[config.mk]
export PLATFORM = sky130hd
export DESIGN_NAME = rr_word_arbiter_mux
export DESIGN_NICKNAME = d
export VERILOG_FILES = /design/src/rtl/rr_word_arbiter_mux.sv
export SDC_FILE = /design/constraint.sdc
export NUM_CORES = 1
export LEC_CHECK = 0
export ABC_AREA = 1
export CAP_MARGIN = 25
export CORE_UTILIZATION = 41
export CTS_CLUSTER_DIAMETER = 30
export DETAILED_ROUTE_END_ITERATION = 7
export PLACE_DENSITY = 0.88
export SLEW_MARGIN = 15
export SYNTH_ARGS = -nofsm -noshare
export SYNTH_HDL_FRONTEND = slang
export SYNTH_SLANG_ARGS = --single-unit
[constraint.sdc]
create_clock -name clk -period 6.4 [get_ports clk]
set_input_delay 0.96 -clock clk [delete_from_list [all_inputs] [get_ports clk]]
set_output_delay 0.96 -clock clk [all_outputs]
set_load 0.02 [all_outputs]
[src/rtl/rr_word_arbiter_mux.sv]
// Registered N-channel word multiplexer with round-robin or fixed-priority
// arbitration, packet locking and valid/ready handshakes on both sides.
module rr_word_arbiter_mux #(
  parameter  int unsigned WIDTH    = 32,
  parameter  int unsigned CHANNELS = 4,
  parameter  int unsigned MODE     = 0,
  localparam int unsigned SEL_W    = (CHANNELS > 1) ? $clog2(CHANNELS) : 1
) (
  input  logic                      clk,
  input  logic                      rst_n,
  input  logic [CHANNELS-1:0]       in_valid,
  output logic [CHANNELS-1:0]       in_ready,
  input  logic [CHANNELS*WIDTH-1:0] in_data,
  input  logic [CHANNELS-1:0]       in_last,
  output logic                      out_valid,
  input  logic                      out_ready,
  output logic [WIDTH-1:0]          out_data,
  output logic [SEL_W-1:0]          out_chan,
  output logic                      out_last
);

  typedef enum logic {ARB, LOCK} state_e;

  state_e             state_q, state_d;
  logic [SEL_W-1:0]   lock_q, lock_d;
  logic [SEL_W-1:0]   ptr_q, ptr_d;
  logic [SEL_W-1:0]   chan_q, chan_d;
  logic [WIDTH-1:0]   data_q, data_d;
  logic               valid_q, valid_d;
  logic               last_q, last_d;

  logic               grant_vld;
  logic [SEL_W-1:0]   grant_idx;
  logic [WIDTH-1:0]   grant_data;
  logic               grant_last;
  logic               accept;
  logic               xfer;

  // Grant selection: locked channel, lowest index, or rotating search after ptr.
  always_comb begin
    int unsigned cand;
    cand      = 0;
    grant_vld = 1'b0;
    grant_idx = '0;
    if (state_q == LOCK) begin
      grant_vld = in_valid[lock_q];
      grant_idx = lock_q;
    end else if (MODE == 1) begin
      for (int i = int'(CHANNELS) - 1; i >= 0; i--) begin
        if (in_valid[i]) begin
          grant_vld = 1'b1;
          grant_idx = SEL_W'(i);
        end
      end
    end else begin
      // Farthest candidate first so the nearest one after ptr wins last.
      for (int k = int'(CHANNELS); k >= 1; k--) begin
        cand = 32'(ptr_q) + 32'(k);
        if (cand >= CHANNELS) cand = cand - CHANNELS;
        if (in_valid[SEL_W'(cand)]) begin
          grant_vld = 1'b1;
          grant_idx = SEL_W'(cand);
        end
      end
    end
  end

  // Word and last-flag of the granted channel.
  always_comb begin
    grant_data = '0;
    grant_last = 1'b0;
    for (int i = 0; i < int'(CHANNELS); i++) begin
      if (grant_idx == SEL_W'(i)) begin
        grant_data = in_data[i*WIDTH +: WIDTH];
        grant_last = in_last[i];
      end
    end
  end

  assign accept = ~valid_q | out_ready;
  assign xfer   = grant_vld & accept & rst_n;

  always_comb begin
    in_ready = '0;
    for (int i = 0; i < int'(CHANNELS); i++) begin
      in_ready[i] = xfer && (grant_idx == SEL_W'(i));
    end
  end

  // Next-state and output-register update.
  always_comb begin
    state_d = state_q;
    lock_d  = lock_q;
    ptr_d   = ptr_q;
    valid_d = valid_q;
    data_d  = data_q;
    chan_d  = chan_q;
    last_d  = last_q;
    if (xfer) begin
      valid_d = 1'b1;
      data_d  = grant_data;
      chan_d  = grant_idx;
      last_d  = grant_last;
      if (MODE == 0) ptr_d = grant_idx;
      case (state_q)
        ARB: begin
          if (!grant_last) begin
            state_d = LOCK;
            lock_d  = grant_idx;
          end
        end
        LOCK: begin
          if (grant_last) state_d = ARB;
        end
        default: state_d = ARB;
      endcase
    end else if (out_ready) begin
      valid_d = 1'b0;
    end
  end

  always_ff @(posedge clk or negedge rst_n) begin
    if (!rst_n) begin
      state_q <= ARB;
      lock_q  <= '0;
      ptr_q   <= SEL_W'(CHANNELS - 1);
      valid_q <= 1'b0;
      data_q  <= '0;
      chan_q  <= '0;
      last_q  <= 1'b0;
    end else begin
      state_q <= state_d;
      lock_q  <= lock_d;
      ptr_q   <= ptr_d;
      valid_q <= valid_d;
      data_q  <= data_d;
      chan_q  <= chan_d;
      last_q  <= last_d;
    end
  end

  assign out_valid = valid_q;
  assign out_data  = data_q;
  assign out_chan  = chan_q;
  assign out_last  = last_q;

endmodule

==> report_table.html <==
<table>
<tr><th>Metric</th><th>Value</th></tr>
<tr><th colspan="2">Routing</th></tr>
<tr><td>Routed wl met2</td><td>about 5000 µm</td></tr>
<tr><td>Count of antenna-violating nets left after detailed routing</td><td>0</td></tr>
<tr><td>Via count</td><td>3532</td></tr>
<tr><td>Max Used Layer</td><td>met4</td></tr>
<tr><td>Detailed Route Iter0 Violations</td><td>202</td></tr>
<tr><td>Number of iterations in the first detailed-routing pass</td><td>5</td></tr>
<tr><td>DRT Wirelength</td><td>~10000 µm</td></tr>
<tr><td>Routed met3 length</td><td>740 µm</td></tr>
<tr><td>Routed via count divided by cell count</td><td>5.13</td></tr>
<tr><td>Metal-1 WL</td><td>3940 µm</td></tr>
<tr><td>Average routed wire per standard cell</td><td>approximately 15 µm</td></tr>
<tr><td>Number of DRC violations after detailed routing</td><td>0</td></tr>
<tr><th colspan="2">Synthesis</th></tr>
<tr><td>Synth Register Bits</td><td>41</td></tr>
<tr><td>Synthesized cell area</td><td>0.00289 mm²</td></tr>
<tr><td>Number of distinct library cells after synthesis</td><td>24</td></tr>
<tr><td>Number of warnings printed during yosys synthesis</td><td>0</td></tr>
<tr><td>Fraction of the yosys area taken by sequential cells</td><td>about 36%</td></tr>
<tr><td>Total nets after synthesis</td><td>565</td></tr>
<tr><td>Post-synthesis cell count</td><td>426</td></tr>
<tr><td>Synthesized area divided by synthesized cell count</td><td>6.79 µm²</td></tr>
<tr><th colspan="2">STA</th></tr>
<tr><td>Post-layout min period</td><td>4760 ps</td></tr>
<tr><td>F_max</td><td>210 MHz</td></tr>
<tr><td>Tightest Pin Transition</td><td>716 ps</td></tr>
<tr><td>Endpoints failing hold</td><td>0</td></tr>
<tr><td>Unrepaired setup endpoints after global routing</td><td>false</td></tr>
<tr><td>Number of pins with negative max-slew slack in the final report</td><td>0</td></tr>
<tr><td>Setup tns final</td><td>0 ps</td></tr>
<tr><td>Final setup violation count</td><td>0</td></tr>
<tr><td>Slack of the critical path</td><td>roughly 1600 ps</td></tr>
<tr><td>Final clock skew</td><td>3.91 ps</td></tr>
<tr><td>Period utilisation layout</td><td>about 74%</td></tr>
<tr><td>Worst slew margin</td><td>between 50% and 60%</td></tr>
<tr><th colspan="2">Worst setup path</th></tr>
<tr><td>Delay contributed by the slowest stage of the critical path</td><td>630 ps</td></tr>
<tr><td>Type of destination of the critical path</td><td>output port</td></tr>
<tr><td>Crit start category</td><td>input pin</td></tr>
<tr><td>Required time worst endpoint</td><td>5440 ps</td></tr>
<tr><td>Path type of the worst setup path</td><td>input pin to output port</td></tr>
<tr><td>Worst path cell trace</td><td>clkdlybuf4s50_1, nand2_1, nand2_1, nand2_1, nand2_1, clkinv_1, nand3_1, nand2_1, buf_4, inv_1, nand2_1, nor2_1, clkdlybuf4s50_1</td></tr>
<tr><td>Cell with the most instances on the worst path</td><td>sky130_fd_sc_hd__nand2_1</td></tr>
<tr><td>Cell type of the slowest stage on the worst timing path</td><td>sky130_fd_sc_hd__clkdlybuf4s50_1</td></tr>
<tr><td>Arrival time of data at the critical path endpoint</td><td>3800 ps</td></tr>
<tr><td>Critical-path maximum fanout</td><td>37</td></tr>
<tr><th colspan="2">Floorplanning</th></tr>
<tr><td>Top-level I/O count</td><td>roughly 180</td></tr>
<tr><td>Area enclosed by the die boundary</td><td>0.00739 mm²</td></tr>
<tr><td>Initial cell density of the core</td><td>42.6%</td></tr>
<tr><td>Floorplan Core Area</td><td>0.00679 mm²</td></tr>
<tr><td>Total number of placement rows</td><td>30</td></tr>
<tr><td>Die H</td><td>86.0 µm</td></tr>
<tr><td>Die outline width</td><td>86.0 µm</td></tr>
<tr><th colspan="2">Cells and area</th></tr>
<tr><td>Ratio of cells with drive above 1 in the final layout</td><td>10.3%</td></tr>
<tr><td>Final Net Count</td><td>731</td></tr>
<tr><td>Layout filler cell count</td><td>581</td></tr>
<tr><td>Reg area</td><td>0.00103 mm²</td></tr>
<tr><td>Count of antenna diodes in the layout</td><td>0</td></tr>
<tr><td>Area of the multi-input gates</td><td>about 0.0016 mm²</td></tr>
<tr><td>Final design utilization</td><td>70.0%</td></tr>
<tr><td>Area delta synth-&gt;final</td><td>64.4%</td></tr>
<tr><th colspan="2">CTS</th></tr>
<tr><td>Hold buffer count at cts</td><td>0</td></tr>
<tr><td>CTS tree</td><td>yes</td></tr>
<tr><td>Number of clock sinks</td><td>41</td></tr>
<tr><td>Insertion delay to the later sink of the worst-skew pair</td><td>290 ps</td></tr>
<tr><td>Clock-pin slew of the registers on the worst-case setup and hold paths</td><td>about 80 ps</td></tr>
<tr><td>Inserted Clock Buffers</td><td>5</td></tr>
<tr><td>Number of resized instances in the post-cts repair step</td><td>0</td></tr>
<tr><td>Maximum buffer depth of the clock tree</td><td>2</td></tr>
<tr><td>Clock Root Buffer</td><td>sky130_fd_sc_hd__clkbuf_8</td></tr>
<tr><td>Setup Buffers After CTS</td><td>0</td></tr>
<tr><td>Total number of H-tree levels</td><td>2</td></tr>
<tr><th colspan="2">Power</th></tr>
<tr><td>Combinational group share of total power</td><td>72.6%</td></tr>
<tr><td>Clk network pwr share</td><td>~8.5%</td></tr>
<tr><td>Net Sw Power</td><td>approximately 1.3 mW</td></tr>
<tr><td>Cell internal power dissipation</td><td>roughly 1.1 mW</td></tr>
<tr><td>Proportion of power drawn by flip-flops and latches</td><td>a little under a fifth</td></tr>
<tr><td>IR drop worst, VDD</td><td>0.259 mV</td></tr>
<tr><td>Switching Share</td><td>53.7%</td></tr>
<tr><td>PnR Total Power</td><td>2.48 mW</td></tr>
<tr><td>Pwr dens</td><td>521 mW/mm²</td></tr>
<tr><td>Leakage</td><td>about 2.2 nW</td></tr>
<tr><th colspan="2">Global routing</th></tr>
<tr><td>Initial antenna violation count</td><td>0</td></tr>
<tr><td>Total routing usage reported by global routing</td><td>27.6%</td></tr>
<tr><td>Grt total ovfl</td><td>0</td></tr>
<tr><td>Global-route wire length before repair</td><td>between 15000 and 20000 µm</td></tr>
<tr><td>Vias in the first global route</td><td>3546</td></tr>
<tr><td>Pin count of the biggest net entering global routing</td><td>43</td></tr>
<tr><th colspan="2">Place</th></tr>
<tr><td>Count of port buffers added during placement</td><td>178</td></tr>
<tr><td>Worst setup slack before clock tree synthesis</td><td>approximately 1700 ps</td></tr>
<tr><td>Routability cong.</td><td>0.872</td></tr>
<tr><td>Half-perimeter wire length of the detailed placement result</td><td>7320 µm</td></tr>
<tr><th colspan="2">Worst hold path</th></tr>
<tr><td>Class of the tightest hold or removal check</td><td>register to register</td></tr>
<tr><th colspan="2">Outcome</th></tr>
<tr><td>Status</td><td>finished clean</td></tr>
<tr><th colspan="2">Job</th></tr>
<tr><td>Max-cap violation count</td><td>0</td></tr>
</table>
## state kept, by name, indices dropped and copies added, names as in the netlist
signal / cells
lock_q: 2
out_chan: 2
out_data: 32
out_last: 1
out_valid: 1
ptr_q: 2
state_q: 1
## layer usage
layer,global-route usage (%),vias to the layer above
li1,-,1710
met1,31.6,1634
met2,48.9,162
met3,5.87,26
met4,12.7,0
met5,0,-
## final cells by class
cell class | count | area share [%]
Clock buffer | 5 | 1.45
Clock inverter | 3 | 0.974
Inverter | 19 | 1.55
Multi-Input combinational cell | 344 | 34.0
Sequential cell | 41 | 21.6
Tap cell | 96 | 2.53
Timing Repair Buffer | 181 | 37.9
## final timing paths
kind	slack, ps	startpoint	end	cells past startpoint
max in group asynchronous	5300	rst_n	ptr_q[1]$_DFFE_PN1P_	2
worst min-delay path	480	out_data[6]$_DFFE_PN0P_	out_data[6]$_DFFE_PN0P_	2
worst max register to register	3550	ptr_q[0]$_DFFE_PN1P_	lock_q[0]$_DFFE_PN0P_	15
worst min register to register	480	out_data[6]$_DFFE_PN0P_	out_data[6]$_DFFE_PN0P_	2
min in group asynchronous	730	rst_n	out_data[31]$_DFFE_PN0P_	2
worst max-delay path	1640	in_valid[0]	in_ready[1]	13
## cell usage in the layout, fill, tap and decap left out, types with 2 or more instances in the layout
master	count
sky130_fd_sc_hd__inv_2	3
sky130_fd_sc_hd__nor2_8	3
sky130_fd_sc_hd__clkbuf_8	5
sky130_fd_sc_hd__dfrtp_1	39
sky130_fd_sc_hd__o21ai_0	8
sky130_fd_sc_hd__a21oi_1	3
sky130_fd_sc_hd__inv_1	14
sky130_fd_sc_hd__nor2_1	7
sky130_fd_sc_hd__nand2_1	204
sky130_fd_sc_hd__nand3_1	41
sky130_fd_sc_hd__nand2_2	34
sky130_fd_sc_hd__nand4_1	36
sky130_fd_sc_hd__dfstp_2	2
sky130_fd_sc_hd__clkdlybuf4s50_1	177
sky130_fd_sc_hd__buf_4	3
sky130_fd_sc_hd__nand2_4	2
sky130_fd_sc_hd__nor2_2	2
## stage by stage
stage | area (µm²) | cells | hold WS, ps
global route | 4750 | 689 | 510
finish | 4750 | 689 | 484
detailed placement | 4640 | 681 | 465
floorplan | 2890 | 426 | 464
global placement | 4640 | 681 | 461
CTS | 4750 | 689 | 486
## critical path: cells and delay by family
kind,cells,cell delay [ps]
simple gates,8,830
buf+inv,5,2000
## synthesized netlist by cell type, drive strengths merged
library cell	count	share of area (%)
nand2	240	35
nand3	42	7.4
dfrtp	39	34
nand4	36	7.8
buf	18	5.5
inv	18	2.4
nor2	12	3.4
o21ai	8	1.4
clkbuf	4	0.52
a21oi	3	0.52
dfstp	2	1.8
and2	1	0.30
clkinv	1	0.13
nor3	1	0.17
o21a	1	0.26
## power groups by stage
stage	sequential, mW	combinational (mW)	clock, mW
global route	0.481	1.98	0.226
detailed placement	0.468	1.80	0
CTS	0.466	1.80	0.214
finish	0.468	1.80	0.210
floorplan	0.585	1.17	0
global placement	0.465	1.75	0
## cell families (layout without fill, tap and decap cells)
family | count (synthesis) | after routing | synth area share (%)
and+or+nand+nor | 332 | 332 | 53.7
DFF | 41 | 41 | 35.6
buffers and inverters | 41 | 208 | 8.52
AOI/OAI and AO/OA | 12 | 12 | 2.16
No activity file was read; power rests on OpenSTA's default activity.
